$ cat src/rtl/div_12by6_seq.sv
// div_12by6_seq: sequential restoring divider, DW-bit dividend / VW-bit
// divisor, one quotient bit per clock, start/ready/done handshake.
//
// Optional build macro: DIV_FAST_SMALL_EN
//   When defined, an accepted operation whose dividend is smaller than a
//   nonzero divisor bypasses the iteration and finishes in 2 cycles.
//   Results are identical either way; only latency changes.
//
// Ports:
//   i_clk          clock, rising edge
//   i_rst          synchronous active-high reset
//   i_start        request, sampled only while o_ready=1
//   i_dividend     dividend, captured on accept
//   i_divisor      divisor, captured on accept
//   o_ready        idle, can accept a start
//   o_done         one-cycle pulse, results valid
//   o_quotient     quotient, held until the next result
//   o_remainder    remainder, held until the next result
//   o_div_by_zero  set with done when the captured divisor was 0
//
// state  | meaning
// S_IDLE | waiting for start (ready unless the done pulse is showing)
// S_RUN  | shifting/subtracting, one quotient bit per edge
// S_FIN  | publish results; done pulses in the following cycle

module div_12by6_seq #(
    parameter int DW = 12,
    parameter int VW = 6,
    parameter int CW = 4
) (
    input  logic          i_clk,
    input  logic          i_rst,
    input  logic          i_start,
    input  logic [DW-1:0] i_dividend,
    input  logic [VW-1:0] i_divisor,
    output logic          o_ready,
    output logic          o_done,
    output logic [DW-1:0] o_quotient,
    output logic [VW-1:0] o_remainder,
    output logic          o_div_by_zero
);

    typedef enum logic [1:0] {S_IDLE, S_RUN, S_FIN} state_t;

    state_t        r_state;
    state_t        w_state_nxt;
    logic [DW-1:0] r_q;
    logic [VW-1:0] r_d;
    logic [VW-1:0] r_r;
    logic [CW-1:0] r_cnt;
    logic          r_done;
    logic [DW-1:0] r_quot;
    logic [VW-1:0] r_rem;
    logic          r_dbz;

    logic          w_accept;
    logic          w_small;
    logic [VW:0]   w_t;
    logic          w_ge;
    logic [VW-1:0] w_diff;

    assign w_accept = o_ready && i_start;

`ifdef DIV_FAST_SMALL_EN
    assign w_small = (i_divisor != '0) && (i_dividend < DW'(i_divisor));
`else
    assign w_small = 1'b0;
`endif

    // The partial remainder is always < D, so it is kept VW bits wide; only
    // the trial value T needs the extra bit. When T >= D the difference is
    // < D as well, so a VW-bit subtraction is exact.
    assign w_t    = {r_r, r_q[DW-1]};
    assign w_ge   = (w_t >= {1'b0, r_d});
    assign w_diff = w_t[VW-1:0] - r_d;

    always_ff @(posedge i_clk) begin
        if (i_rst) begin
            r_state <= S_IDLE;
        end else begin
            r_state <= w_state_nxt;
        end
    end

    always_comb begin
        w_state_nxt = r_state;
        case (r_state)
            S_IDLE: begin
                if (w_accept) begin
                    w_state_nxt = ((i_divisor == '0) || w_small) ? S_FIN : S_RUN;
                end
            end
            S_RUN: begin
                if (r_cnt == CW'(1)) begin
                    w_state_nxt = S_FIN;
                end
            end
            S_FIN:   w_state_nxt = S_IDLE;
            default: w_state_nxt = S_IDLE;
        endcase
    end

    // Done is registered, so it shows while the FSM is already back in IDLE;
    // that cycle must not accept a new start.
    always_comb begin
        o_ready       = (r_state == S_IDLE) && !r_done;
        o_done        = r_done;
        o_quotient    = r_quot;
        o_remainder   = r_rem;
        o_div_by_zero = r_dbz;
    end

    always_ff @(posedge i_clk) begin
        if (i_rst) begin
            r_q    <= '0;
            r_d    <= '0;
            r_r    <= '0;
            r_cnt  <= '0;
            r_done <= 1'b0;
            r_quot <= '0;
            r_rem  <= '0;
            r_dbz  <= 1'b0;
        end else begin
            r_done <= 1'b0;
            case (r_state)
                S_IDLE: begin
                    if (w_accept) begin
                        r_d   <= i_divisor;
                        r_cnt <= CW'(DW);
                        if (w_small) begin
                            r_q <= '0;
                            r_r <= i_dividend[VW-1:0];
                        end else begin
                            r_q <= i_dividend;
                            r_r <= '0;
                        end
                    end
                end
                S_RUN: begin
                    r_q   <= {r_q[DW-2:0], w_ge};
                    r_r   <= w_ge ? w_diff : w_t[VW-1:0];
                    r_cnt <= r_cnt - CW'(1);
                end
                S_FIN: begin
                    r_done <= 1'b1;
                    if (r_d == '0) begin
                        r_quot <= '1;
                        r_rem  <= '0;
                        r_dbz  <= 1'b1;
                    end else begin
                        r_quot <= r_q;
                        r_rem  <= r_r;
                        r_dbz  <= 1'b0;
                    end
                end
                default: ;
            endcase
        end
    end

endmodule

$ cat config.mk
export PLATFORM = sky130hd
export DESIGN_NAME = div_12by6_seq
export DESIGN_NICKNAME = d
export VERILOG_FILES = /design/src/rtl/div_12by6_seq.sv
export SDC_FILE = /design/constraint.sdc
export NUM_CORES = 1
export LEC_CHECK = 0
export ABC_AREA = 1
export CAP_MARGIN = 20
export CORE_AREA = 2 2 71 73
export CTS_CLUSTER_DIAMETER = 30
export DETAILED_ROUTE_END_ITERATION = 6
export DIE_AREA = 0 0 73 75
export GPL_TIMING_DRIVEN = 0
export PLACE_DENSITY = 0.77
export SYNTH_ARGS = -nofsm -noshare
export SYNTH_HDL_FRONTEND = slang
export SYNTH_SLANG_ARGS = --single-unit
$ cat constraint.sdc
create_clock -name i_clk -period 2.1 [get_ports i_clk]
set_input_delay 0.42 -clock i_clk [delete_from_list [all_inputs] [get_ports i_clk]]
set_output_delay 0.42 -clock i_clk [all_outputs]
set_load 0.01 [all_outputs]
; ---- Word level (Yosys, flattened, before mapping)
; Cells that the tools add are included.
[classes]
n_lt_le_gt_ge = 1
n_eq_ne = 5
reduce_logical = 10
muxes = 15
add_sub_neg = 2
[op_table]
columns = op, n
row1 = $mux 12, 2
row2 = $pmux 12 s2, 1
row3 = $mux 6, 3
row4 = $logic_not 6->1, 2
row5 = $pmux 6 s2, 1
row6 = $pmux 4 s2, 1
row7 = $ge 7x6->1, 1
row8 = $mux 2, 3
row9 = $reduce_and 2->1, 3
row10 = $sub 6x6->6, 1
row11 = $eq 4x1->1 const B, 1
row12 = $mux 4, 1
row13 = $ne 2x2->1 const B, 2
row14 = $pmux 2 s2, 1
row15 = $sub 4x1->4 const B, 1
row16 = $eq 2x1->1 const B, 1
row17 = $eq 2x2->1 const B, 1
row18 = $logic_and 1x1->1, 2
row19 = $logic_not 2->1, 1
row20 = $mux 1, 2
row21 = $reduce_bool 2->1, 1
row22 = $logic_not 1->1, 1
[totals]
inputBits = 21
reg_bits = 50

; ---- Logic depth before layout (Yosys ltp)
; Gate-level depths: netlist (run 1).
[depth]
depth_word = 5
mapped_depth = 10

; ---- Worst setup path after synthesis (run 1)
; No wires, ideal clock.
[synth_timing]
kind = register to register
startpoint = register r_d[2]
endpoint = register r_r[5]
stages_incl_launch_ff = 9
required_ns = 2.031
t_arrival_ns = 1.466
synth_period_minus_slack_ns = 1.534
slack_ns = 0.566
path_cell_list = dfxtp_1 -> inv_1 -> ha_1 -> or2_1 -> nand3_2 -> nand3_4 -> nand3_1 -> nand3_1 -> a21oi_2
[synth_via]
elab_chain_len = 3
word_cells_on_any_way = 4
classes_between = 1 x add/sub / 1 x order compare / 2 x mux
[synth_lines]
columns = item, line_no
row1 = from (decl), 48  ; logic [VW-1:0] r_d;
row2 = from (signal assigned), 128  ; r_d <= i_divisor;
row3 = $sub 6x6->6 or $ge 7x6->1 (tied branches), "75, 74"
row4 = $mux 6 *, 141  ; r_r <= w_ge ? w_diff : w_t[VW-1:0];
row5 = $pmux 6 s2 *, 125  ; case (r_state)
row6 = to (signal assigned), 132  ; r_r <= i_dividend[VW-1:0];
row7 = to (signal assigned), 141
row8 = to (decl), 49  ; logic [VW-1:0] r_r;
; Mark *: on every way between the ends. The rest lies on a longest branch, timed or not.
; A chain may end at the register's enable or synchronous reset.

; ---- Worst setup path after layout (run 1)
[layout_timing]
startpoint = register r_state[1]
endpoint = output o_ready
[layout_via]
elab_chain_len = 2
[layout_lines]
columns = item, line_no
row1 = from (decl), 45  ; state_t r_state;
row2 = from (signal assigned), 81  ; r_state <= w_state_nxt;
row3 = $logic_not 2->1, 106  ; o_ready = (r_state == S_IDLE) && !r_done;
row4 = $logic_and 1x1->1, 106
row5 = to (decl), 36  ; output logic o_ready,
; Every way passes these cells.

==> results by group, run 1 <==
Run status
  – Status: complete, no violations

Final layout
  – Commonest non-fill, non-tap cell in the layout: nand2_1
  – P&R area growth vs syn: 24.6%
  – # diodes: 0
  – Ratio of cells with drive above 1 in the final layout: between 8 and 9%
  – Post-Layout Cell Count: 420
  – Layout net count: 395
  – Most frequent cells in the layout: 94 x nand2_1, 50 x dfxtp_1, 40 x clkdlybuf4s50_1

CTS
  – Hold_buf cts: 0
  – H-tree depth: 2
  – Post-cts resize count: 0
  – Root buf cell: clkbuf_8
  – Sink Count: 50
  – CTS tree: done
  – Worst skew pair latency: ~0.3 ns
  – Clock transition at the registers of the reported paths: 0.10 ns
  – Post-CTS Setup Bufs: 0
  – Clock Path Buffers: 2
  – TritonCTS buffer count: 5

Floorplan
  – Die X: between 70 and 80 um
  – Ports: 42
  – Initial Util: 50.9%
  – Full die area: around 5500 um2
  – Core area: 4660 um2
  – FP Rows: 25
  – Chip height: 75 um

Yosys
  – Number of library cell types mapped by synthesis: 30
  – FF+latch count, synth: 50
  – Synth Area in Adders: 5.06%
  – Syn Inst Count: 318
  – Mapped Nets: 348
  – Syn Std Cell Area: 2370 um2
  – Simple logic cell fraction of the synthesized area: 26.8%
  – Main combinational cell family by area after synthesis: simple AND/OR/NAND/NOR gates
  – Area fraction in compound gates after synthesis: ~15%
  – Sequential-to-total area share from yosys stat: 42.2%
  – YS warnings: 0
  – Average cell area after synthesis: 7.46 um2
  – Mux cell area share after synthesis: 0.844%
  – Synth Area in XOR/XNOR: 1.48%

Critical path
  – Data required, critical path: between 1.5 and 2 ns
  – Worst Path Arrival: between 1.5 and 2 ns
  – Critical Path Start Type: register
  – Max Fanout on Critical Path: 3
  – Worst r2r path cells: 7
  – Reg-to-reg startpoint: r_d[2]
  – Crit Reg-Reg Endpoint: r_q[0]
  – Reg2Reg Setup Slack: ~0.37 ns
  – CP endpoint kind: primary output
  – Crit path kind: reg2out

STA
  – Setup TNS: 0 ns
  – Final hold vios: 0
  – Clock Skew: 0.0100 ns
  – Max Clock Freq: 0.515 GHz
  – Fin crit period: about 1.9 ns
  – Final max-slew violation count: 0
  – Worst-margin pin slew: 0.574 ns
  – Final Cycle Share: 92.4%
  – Setup violators final: 0
  – RSZ-0062 raised after global routing: false
  – Rel. slew slack: 61.7%

Global routing
  – Antenna violations before repair: 0
  – Largest net degree at the start of global routing: 18
  – GRT Util Overall: 21.5%
  – Global-route wire length before repair: 9.08 mm
  – Vias in the first global route: around 2.0k
  – Grt total ovfl: 0

Routing
  – Post-route DRC: 0
  – Drt pass-1 iters: 4
  – Routed via count: 2208
  – Vias per cell: 5.26
  – Final WL: 5.46 mm
  – Wire per inst: 13.0 um
  – Post-route ant nets: 0
  – Initial DRC Count: 215

Power
  – Seq pwr share: approximately two fifths
  – PwrDens: 979 nW/um2
  – Switching Power: 1.06 mW
  – Combinational power share: 37.3%
  – Switching share of power: 36.7%
  – Leak: 1.18 nW
  – Internal power: 1.83 mW
  – Worst VDD drop: approximately 0.00055 V
  – Clock share of power: roughly a quarter

Placement
  – Gpl congestion: 0.897
  – Port Buffers: 40
  – DP Wirelength: 4.11 mm
  – DP Cell Count: 412

Hold path
  – Worst hold path class: in2reg
  – Hold Startpoint: i_rst
  – Hold EP: r_q[2]
  – Hold path depth: 2

Job
  – Max-Cap Viols: 0
layer usage:
layer / track usage [%] / share of wire, % / vias up
met2: 34.5 / 46 / 56
met3: 4.15 / 5.4 / 4
met4: 6.17 / 0.81 / 0
met5: 0 / 0 / -
met1: 29.7 / 47 / 998
li1: - / - / 1150
worst max-delay path, stage by stage (launching register included):
cell and delay (ns):
dfxtp_1 0.34, nor2_1 0.16, inv_2 0.07, nor2_4 0.11, clkdlybuf4s50_1 0.54
cell type report:
cell class | count | area (um2)
Timing Repair Buffer | 40 | 400
Clock inverter | 3 | 47.5
Sequential cell | 50 | 1000
Multi-Input combinational cell | 221 | 1180
Tap cell | 54 | 67.6
Fill cell | 430 | 1700
Inverter | 34 | 128
Clock buffer | 5 | 68.8
Buffer | 13 | 67.6
state kept, by name, indices dropped and copies added (netlist names):
name / cells
r_q: 12
r_r: 6
o_done: 1
r_state: 2
o_quotient: 12
o_remainder: 6
r_cnt: 4
o_div_by_zero: 1
r_d: 6
power by group through the flow:
stage	logic [mW]	registers, mW	clock network, mW
finish	1.08	1.12	0.690
global route	1.23	1.14	0.746
floorplan	0.829	1.13	0
global placement	1.05	1.14	0
CTS	1.08	1.12	0.703
detailed placement	1.07	1.15	0
worst max-delay path by stage:
stage	startpoint	end	slack, ns	cells after the start
5_1_grt	r_state[1]	o_ready	0.09	4
4_1_cts	r_state[1]	o_ready	0.14	4
6_report	r_state[1]	o_ready	0.16	4
3_5_place_dp	r_d[2]	r_r[3]	0.41	8
3_3_place_gp	r_d[3]	r_r[5]	0.42	9
2_1_floorplan	r_d[2]	r_r[5]	0.57	8
cells by family (layout without fill, tap and decap cells):
logic type | count (synthesis) | after routing
buffers and inverters | 47 | 95
DFF | 50 | 50
xor gates and xnor gates | 4 | 4
muxes | 2 | 2
and+or+nand+nor | 144 | 144
adders and majority gates | 9 | 9
AOI/OAI and AO/OA | 62 | 62
cells in the mapped netlist:
cell type	n	area, um2
nand2_1	94	353
nand3_4	1	17.5
buf_4	3	22.5
a21oi_2	4	35.0
nand2_2	2	12.5
or2_1	2	12.5
a21oi_1	23	115
mux2i_1	2	20.0
o31ai_1	1	7.51
dfxtp_1	50	1000
nor2_4	1	11.3
nor4_1	2	12.5
inv_2	4	15.0
fa_1	1	20.0
xnor2_1	1	8.76
buf_2	3	15.0
a31oi_1	20	125
inv_1	30	113
ha_1	8	100
nand4_1	9	56.3
xor2_1	3	26.3
clkbuf_4	1	7.51
clkbuf_1	6	22.5
nand3_1	18	90.1
nand3_2	1	10.0
nor2_1	13	48.8
o21ai_0	12	60.1
a21oi_4	1	16.3
o22ai_1	1	6.26
nand2_4	1	11.3
through the flow:
step / utilization, % / worst slack, ns / hold slack [ns] / power, mW / instance area [um2]
finish: 63.4 / 0.160 / 0.459 / 2.90 / 2960
global route: 63.4 / 0.0870 / 0.472 / 3.11 / 2960
CTS: 63.4 / 0.145 / 0.458 / 2.91 / 2960
detailed placement: 60.9 / 0.405 / 0.456 / 2.22 / 2840
global placement: 60.9 / 0.419 / 0.453 / 2.19 / 2840
floorplan: - / 0.566 / 0.450 / 1.96 / 2370
(Power assumes the default switching activity.)
==> inputs of run 2 (changes only) <==
- HOLD_SLACK_MARGIN: default -> 0.06
==> results of run 2 <==
The final DEF is identical to that of run 1; final timing and power are the same.
